==> config.mk <==
export PLATFORM = sky130hd
export DESIGN_NAME = fetch_pc_unit
export DESIGN_NICKNAME = d
export VERILOG_FILES = /design/src/rtl/fetch_pc_unit.sv
export SDC_FILE = /design/constraint.sdc
export NUM_CORES = 1
export LEC_CHECK = 0
export ABC_CLOCK_PERIOD_IN_PS = 6600
export CORE_AREA = 2 2 291 322
export CTS_BUF_LIST = sky130_fd_sc_hd__clkbuf_8 sky130_fd_sc_hd__clkbuf_16
export CTS_CLUSTER_DIAMETER = 40
export DETAILED_ROUTE_END_ITERATION = 7
export DIE_AREA = 0 0 293 324
export PLACE_DENSITY = 0.71
export SYNTH_ARGS = -nofsm -noshare
export SYNTH_HDL_FRONTEND = slang
export SYNTH_SLANG_ARGS = --single-unit
==> constraint.sdc <==
create_clock -name clk -period 6.6 [get_ports clk]
set_input_delay 1.32 -clock clk [delete_from_list [all_inputs] [get_ports clk]]
set_output_delay 1.32 -clock clk [all_outputs]
set_load 0.01 [all_outputs]
==> src/rtl/fetch_pc_unit.sv <==
// fetch_pc_unit: fetch-stage next-PC generator with a direct-mapped BTB.
// Looks up the current PC in the BTB and combines a hit with the
// predictor's predict_taken to choose the next fetch address. It consumes
// resolved branches from EX, forwards them to the predictor, and redirects
// fetch with a flush on a mispredict.
// Optional feature macro: FETCH_PERF_CNT_EN (resolved-branch and mispredict
// counters); when undefined both counter ports are tied to zero.
module fetch_pc_unit #(
  parameter int unsigned     XLEN        = 32,
  parameter logic [XLEN-1:0] RESET_PC    = '0,
  parameter int unsigned     BTB_ENTRIES = 16
) (
  input  logic            clk,
  input  logic            reset_n,
  input  logic            stall,
  input  logic            predict_taken,
  output logic [XLEN-1:0] pc_out,
  output logic            pc_valid,
  output logic            pred_taken_out,
  output logic [XLEN-1:0] pred_target_out,
  input  logic            ex_branch_valid,
  input  logic [XLEN-1:0] ex_branch_pc,
  input  logic            ex_branch_taken,
  input  logic [XLEN-1:0] ex_branch_target,
  input  logic            ex_pred_taken,
  input  logic [XLEN-1:0] ex_pred_target,
  output logic            branch_request,
  output logic            branch_taken,
  output logic            flush,
  output logic [31:0]     branch_count,
  output logic [31:0]     mispredict_count
);

  localparam int unsigned IDX_W = $clog2(BTB_ENTRIES);
  localparam int unsigned TAG_W = XLEN - IDX_W - 2;

  logic [BTB_ENTRIES-1:0] btb_valid;
  logic [TAG_W-1:0]       btb_tag    [BTB_ENTRIES];
  logic [XLEN-3:0]        btb_target [BTB_ENTRIES];

  logic [IDX_W-1:0] lk_idx;
  logic [TAG_W-1:0] lk_tag;
  logic [IDX_W-1:0] wr_idx;
  logic             hit;
  logic [XLEN-1:0]  pc_plus4;
  logic [XLEN-1:0]  next_pc;
  logic             mispredict;

  // BTB lookup on the current fetch PC and prediction outputs
  always_comb begin
    lk_idx          = pc_out[IDX_W+1:2];
    lk_tag          = pc_out[XLEN-1:IDX_W+2];
    wr_idx          = ex_branch_pc[IDX_W+1:2];
    pc_plus4        = pc_out + XLEN'(4);
    hit             = btb_valid[lk_idx] && (btb_tag[lk_idx] == lk_tag);
    pred_taken_out  = hit && predict_taken;
    pred_target_out = hit ? {btb_target[lk_idx], 2'b00} : pc_plus4;
  end

  // Branch resolution: predictor update pass-through and mispredict detect
  always_comb begin
    branch_request = ex_branch_valid;
    branch_taken   = ex_branch_taken;
    mispredict     = ex_branch_valid &&
                     ((ex_branch_taken != ex_pred_taken) ||
                      (ex_branch_taken && ex_pred_taken &&
                       (ex_branch_target != ex_pred_target)));
    flush          = mispredict;
  end

  // Next-PC selection; the PC also holds during the first cycle out of
  // reset so that RESET_PC itself is presented as a valid fetch
  always_comb begin
    next_pc = pc_plus4;
    if (mispredict)
      next_pc = ex_branch_taken ? ex_branch_target : (ex_branch_pc + XLEN'(4));
    else if (stall || !pc_valid)
      next_pc = pc_out;
    else if (pred_taken_out)
      next_pc = pred_target_out;
  end

  // PC and fetch-valid registers
  always_ff @(posedge clk or negedge reset_n) begin
    if (!reset_n) begin
      pc_out   <= RESET_PC;
      pc_valid <= 1'b0;
    end else begin
      pc_out   <= next_pc;
      pc_valid <= 1'b1;
    end
  end

  // BTB valid bits: set on every taken resolution, cleared by reset
  always_ff @(posedge clk or negedge reset_n) begin
    if (!reset_n)
      btb_valid <= '0;
    else if (ex_branch_valid && ex_branch_taken)
      btb_valid[wr_idx] <= 1'b1;
  end

  // BTB tag/target storage; qualified by the valid bits, so no reset needed
  always_ff @(posedge clk) begin
    if (ex_branch_valid && ex_branch_taken) begin
      btb_tag[wr_idx]    <= ex_branch_pc[XLEN-1:IDX_W+2];
      btb_target[wr_idx] <= ex_branch_target[XLEN-1:2];
    end
  end

`ifdef FETCH_PERF_CNT_EN
  // Saturating resolved-branch and mispredict counters
  always_ff @(posedge clk or negedge reset_n) begin
    if (!reset_n) begin
      branch_count     <= '0;
      mispredict_count <= '0;
    end else begin
      if (ex_branch_valid && (branch_count != '1))
        branch_count <= branch_count + 32'd1;
      if (mispredict && (mispredict_count != '1))
        mispredict_count <= mispredict_count + 32'd1;
    end
  end
`else
  // Counters disabled: constant zero outputs
  always_comb begin
    branch_count     = '0;
    mispredict_count = '0;
  end
`endif

endmodule

Word-level counts from Yosys, hierarchy flattened:

Memory sizes are Yosys's and may differ from the RTL's.
Cells that the tools add are included.

* flip-flop bits (word level): 49
* RAM bits: 896
* input bits: 103
* output and inout bits: 133
* logic and storage cells: 36
* memories kept: 2

* $add $sub $neg: 2
* magnitude comparators: 3
* equality and inequality tests: 4
* muxes and demuxes: 11
* bitwise gates (word level): 1
* reductions and logical operators: 10

Memory list
* btb_target: words 16, width 30, read ports 1, clocked after Yosys merged registers in 0, write ports 1, line 39 `logic [XLEN-3:0] btb_target [BTB_ENTRIES];`
* btb_tag: words 16, width 26, read ports 1, clocked after Yosys merged registers in 0, write ports 1, line 38 `logic [TAG_W-1:0] btb_tag [BTB_ENTRIES];`

Operator list (number)
* $mux W32: 5
* $add A32 B3 Y32 const B: 2
* $ne A32 B32 Y1: 1
* $eq A26 B26 Y1: 1
* $or A16 B16 Y16: 1
* $lt A4 B5 Y1 const B: 2
* $logic_and A1 B1 Y1: 7
* $bmux W1 S4: 1
* $demux W1 S4: 1
* $ge A4 B1 Y1 const B: 1
* $mux W1: 4
* $logic_or A1 B1 Y1: 2
* $ne A2 B2 Y1 const B: 1
* $logic_not A1 Y1: 1
* $ne A1 B1 Y1: 1

Longest topological paths before layout:

* word-level depth: 7
* gate-level depth with buffers: 18
* gate-level depth less buffers: 11

Worst setup path before layout:

OpenSTA, ideal clock, no wires.

* path kind: input -> register
* start point: input port ex_branch_taken
* end point: register btb_valid[0]
* library setup time: 0.088 ns
* data arrival time: 6.065 ns
* data required time: 6.512 ns
* path slack: 0.447 ns
* cell stages on the path: 4
* path buffers: 1
* cells stage by stage: clkbuf_1 > nand3_1 > nor3_1 > or2_2

* longest elaborated chain between the ends: 1

RTL lines
* from (decl): line 23 `input logic ex_branch_taken,`
* $logic_and A1 B1 Y1: line 98 `else if (ex_branch_valid && ex_branch_taken)`
* to (signal assigned): line 97 `btb_valid <= '0;`
* to (signal, indexed assignment): line 99 `btb_valid[wr_idx] <= 1'b1;`
* to (decl): line 37 `logic [BTB_ENTRIES-1:0] btb_valid;`

No other way between the ends.
A chain may end at the register's enable or synchronous reset.

Final worst setup path:

* start point: register pc_out[4]
* end point: output port pred_target_out[18]

* longest elaborated chain between the ends: 4
* elaborated cells on any way between the ends: 8
* classes of those cells: add/sub: 1; eq/ne: 1; mux: 3; reduce/logical: 1; memory: 2

RTL lines
* from (decl): line 17 `output logic [XLEN-1:0] pc_out,`
* from (signal assigned): line 89 `pc_out <= next_pc;`
* $mem_v2 Z16 W26 / $bmux W1 S4 (equally long branches)
* $eq A26 B26 Y1 / $mux W1 (equally long branches): line 55 `hit = btb_valid[lk_idx] && (btb_tag[lk_idx] == lk_tag);`
* $logic_and A1 B1 Y1: line 55
* $mux W32 *: line 57 `pred_target_out = hit ? {btb_target[lk_idx], 2'b00} : pc_plus4;`
* to (decl): line 20 `output logic [XLEN-1:0] pred_target_out,`

Mark *: on every way between the ends. The rest lies on a longest branch, timed or not. The select of a mux whose other input is x is not followed.

==> impl_metrics.toml <==
[placed_design]
gp_congestion = 0.941
dpl-instance-area_um2 = 43400
dp_hpwl_um = 73200
portBuffers = 171

[logic_synthesis]
ys_seq_elements = 945
yosys.area_share.adder_pct = 0.188
synth-compound-area-share_pct = 3.64
synth_edf_count = 896
netlist_area_um2 = 40000
postSynthCellCount = 2185
ys_async_sr_fraction_pct = 5.19
synth-xor-area-share_pct = 2.12
ys_warn_count = 0
synthSimpleGateAreaFrac_pct = 4.26
synth-seq-area-share_pct = 70.3
yosysUniqueCellTypes = 75
syn_avg_cell_area_um2 = 18.3
synthMuxAreaShare_pct = 16.3
synthFlopType = "edfxtp_1"
synth_top_family_by_area = "multiplexers"

[sta]
setup_violations = 0
period_minus_slack_ps = 6570
clock.fmax_ghz = 0.152
finalHoldViolCount = 0
slew_headroom_pct = 14.4
finalCritPeriodShare_pct = 99.6
max_slew.worst_pin.slew_ps = 1280
rsz0062_at_grt = "no"
slew_violations = 0
worst_clock_skew_ps = 69.6

[clock_network]
path_clk_slew_ps = 60
insertion_delay_ps = 700
cts_htree_levels = 3
cts_tree = "built"
cts_root_buffer = "clkbuf_16"
clock_path_buffers = 3
numClockSinks = 945
hold_buffers = 0
cts_buffers = 113

[critical_path]
cp.arrival_ps = 5250
slowest_stage = "or4_1"
crit_buf_inv = 4
worstSetupPathType = "reg2out"
crit_top_cell = "buf_4"
crit_family = "simple AND/OR/NAND/NOR gates"
r2r_slack_ps = 1940
required_ps = 5280
startpoint_type = "register"
endpoint_kind = "primary output"
cp_max_fo = 25
slowest_delay_ps = 710
cp_cell_sequence = "buf_4 -> nor2b_1 -> buf_4 -> a22oi_1 -> and4_1 -> nor3_1 -> nand3_1 -> or4_1 -> nor4_4 -> buf_8 -> mux2_1 -> clkdlybuf4s50_1"

[routing]
routed_wl_um = 117000
drtIter0Drc = 3537
drc = 0
ant_nets = 0
drt_pass1_iterations = 8
via_count = 23200
wl_per_cell_um = 31.0
vias_per_cell = 6.16

[floorplanning]
die_h_um = 324
initial_utilization_pct = 43.6
fp-row-count = 117
pin_count = 236
dieWidth_um = 293
core_um2 = 91800
die_area_um2 = 94900

[grt]
grt_max_degree = 74
antenna_found_initial = 8
grt_overflow = 0
grt_pass1_vias = 23300
grt.total_usage_pct = 24.7
grt_pass1_wl_um = 167000

[hold_path]
hold_path_class = "reg2reg"

[status]
status = "finished, final reports clean"

[power]
p_per_area_nw_per_um2 = 338
p_leak_nw = 15.7
power_mw = 16.0
vdd_drop_max_v = 0.000226

[job]
cap_violations = 0

[cells_and_area]
design_area_um2 = 47500
nets = 2579
layout_common_cells = "edfxtp_1, mux4_2, clkdlybuf4s50_1, mux2i_1, clkbuf_16"
drive_gt1_share_pct = 23.2
final_common_cell = "edfxtp_1"
area_growth_pct = 18.6
[synth_stat cells (all sizes together), types with 4 or more instances]
master	n	area (um2)
nand4	26	169
mux4	218	4920
ha	6	75.1
a21oi	23	115
nor2	80	300
mux2i	133	1330
nand2	98	375
o22ai	8	50.1
nand3	39	195
a22oi	25	188
or3	8	50.1
a22o	12	105
clkbuf	48	184
and3	13	81.3
dfrtp	49	1230
a31oi	21	131
xnor2	82	718
nor2b	7	43.8
nor4	9	86.3
mux2	24	274
nor3	18	90.1
o221ai	7	61.3
edfxtp	896	26900
a21o	5	37.5
o211ai	9	67.6
a2111oi	4	35.0
and4	6	52.6
inv	20	75.1
nand2b	8	50.1
and2	6	37.5
a221oi	16	158
o21ai	44	228
xor2	15	131
or2	18	115
buf	144	1010
[layer usage]
| layer | vias up | GRT usage, % | wire, um |
|---|---|---|---|
| li1 | 9283 | - | - |
| met1 | 11900 | 33.1 | 43300 |
| met2 | 1661 | 38.9 | 54500 |
| met3 | 278 | 6.50 | 14400 |
| met4 | 8 | 9.55 | 4330 |
| met5 | - | 0 | 55 |
[flip-flops by register name (all words and copies together) (netlist names)]
signal / count
btb_tag: 416
pc_valid: 1
btb_target: 480
btb_valid: 16
pc_out: 32
[where the power goes]
part / leakage (nW) / switching [mW] / internal [mW]
sequential: 8.65 / 0.179 / 6.69
clock: 1.94 / 2.56 / 3.80
combinational: 5.14 / 1.56 / 1.26
[stage by stage]
| step | instances | worst slack, ps | hold WS [ps] | util (%) | setup TNS [ps] |
|---|---|---|---|---|---|
| after floorplan | 2248 | 447 | 434 | - | 0 |
| after global placement | 3535 | -250 | 446 | 47.3 | -250 |
| after detailed placement | 3535 | -302 | 451 | 47.3 | -302 |
| after CTS | 3755 | 82.4 | 464 | 51.7 | 0 |
| after global routing | 3756 | 6.91 | 474 | 51.7 | 0 |
| final | 3759 | 25.4 | 468 | 51.7 | 0 |
[cells by family (layout without fill, tap and decap cells)]
group | after synthesis | count (layout)
fa+ha+maj | 6 | 6
flops | 945 | 945
simple gates | 343 | 343
other cells | 2 | 69
buf+inv | 212 | 529
mux | 375 | 375
compound gates | 205 | 205
xor+xnor | 97 | 97
[final timing paths]
check                                  start                   to  cells after the start
worst max-delay path               pc_out[4]  pred_target_out[18]                     12
worst max register to register     pc_out[4]           pc_out[11]                     12
min in group asynchronous            reset_n             pc_valid                      2
worst min register to register  btb_valid[1]         btb_valid[1]                      1
worst min-delay path            btb_valid[1]         btb_valid[1]                      1
max in group asynchronous            reset_n            pc_out[4]                      2
[repair_timing]
item                       CTS  global route
setup endpoints to repair   33             4
resized for setup            7             3
pin swaps                    0             0
setup buffers               10             0
[cell type report]
class                           instances  area, um2
Timing Repair Buffer                  299       2860
Clock buffer                          113       2830
Clock inverter                         97       1060
Multi-Input combinational cell       1091      11000
Inverter                               20       76.3
Fill cell                            7141      44300
Tap cell                             1190       1490
Antenna cell                            4       10.0
Sequential cell                       945      28100
(Power assumes the default switching activity.)
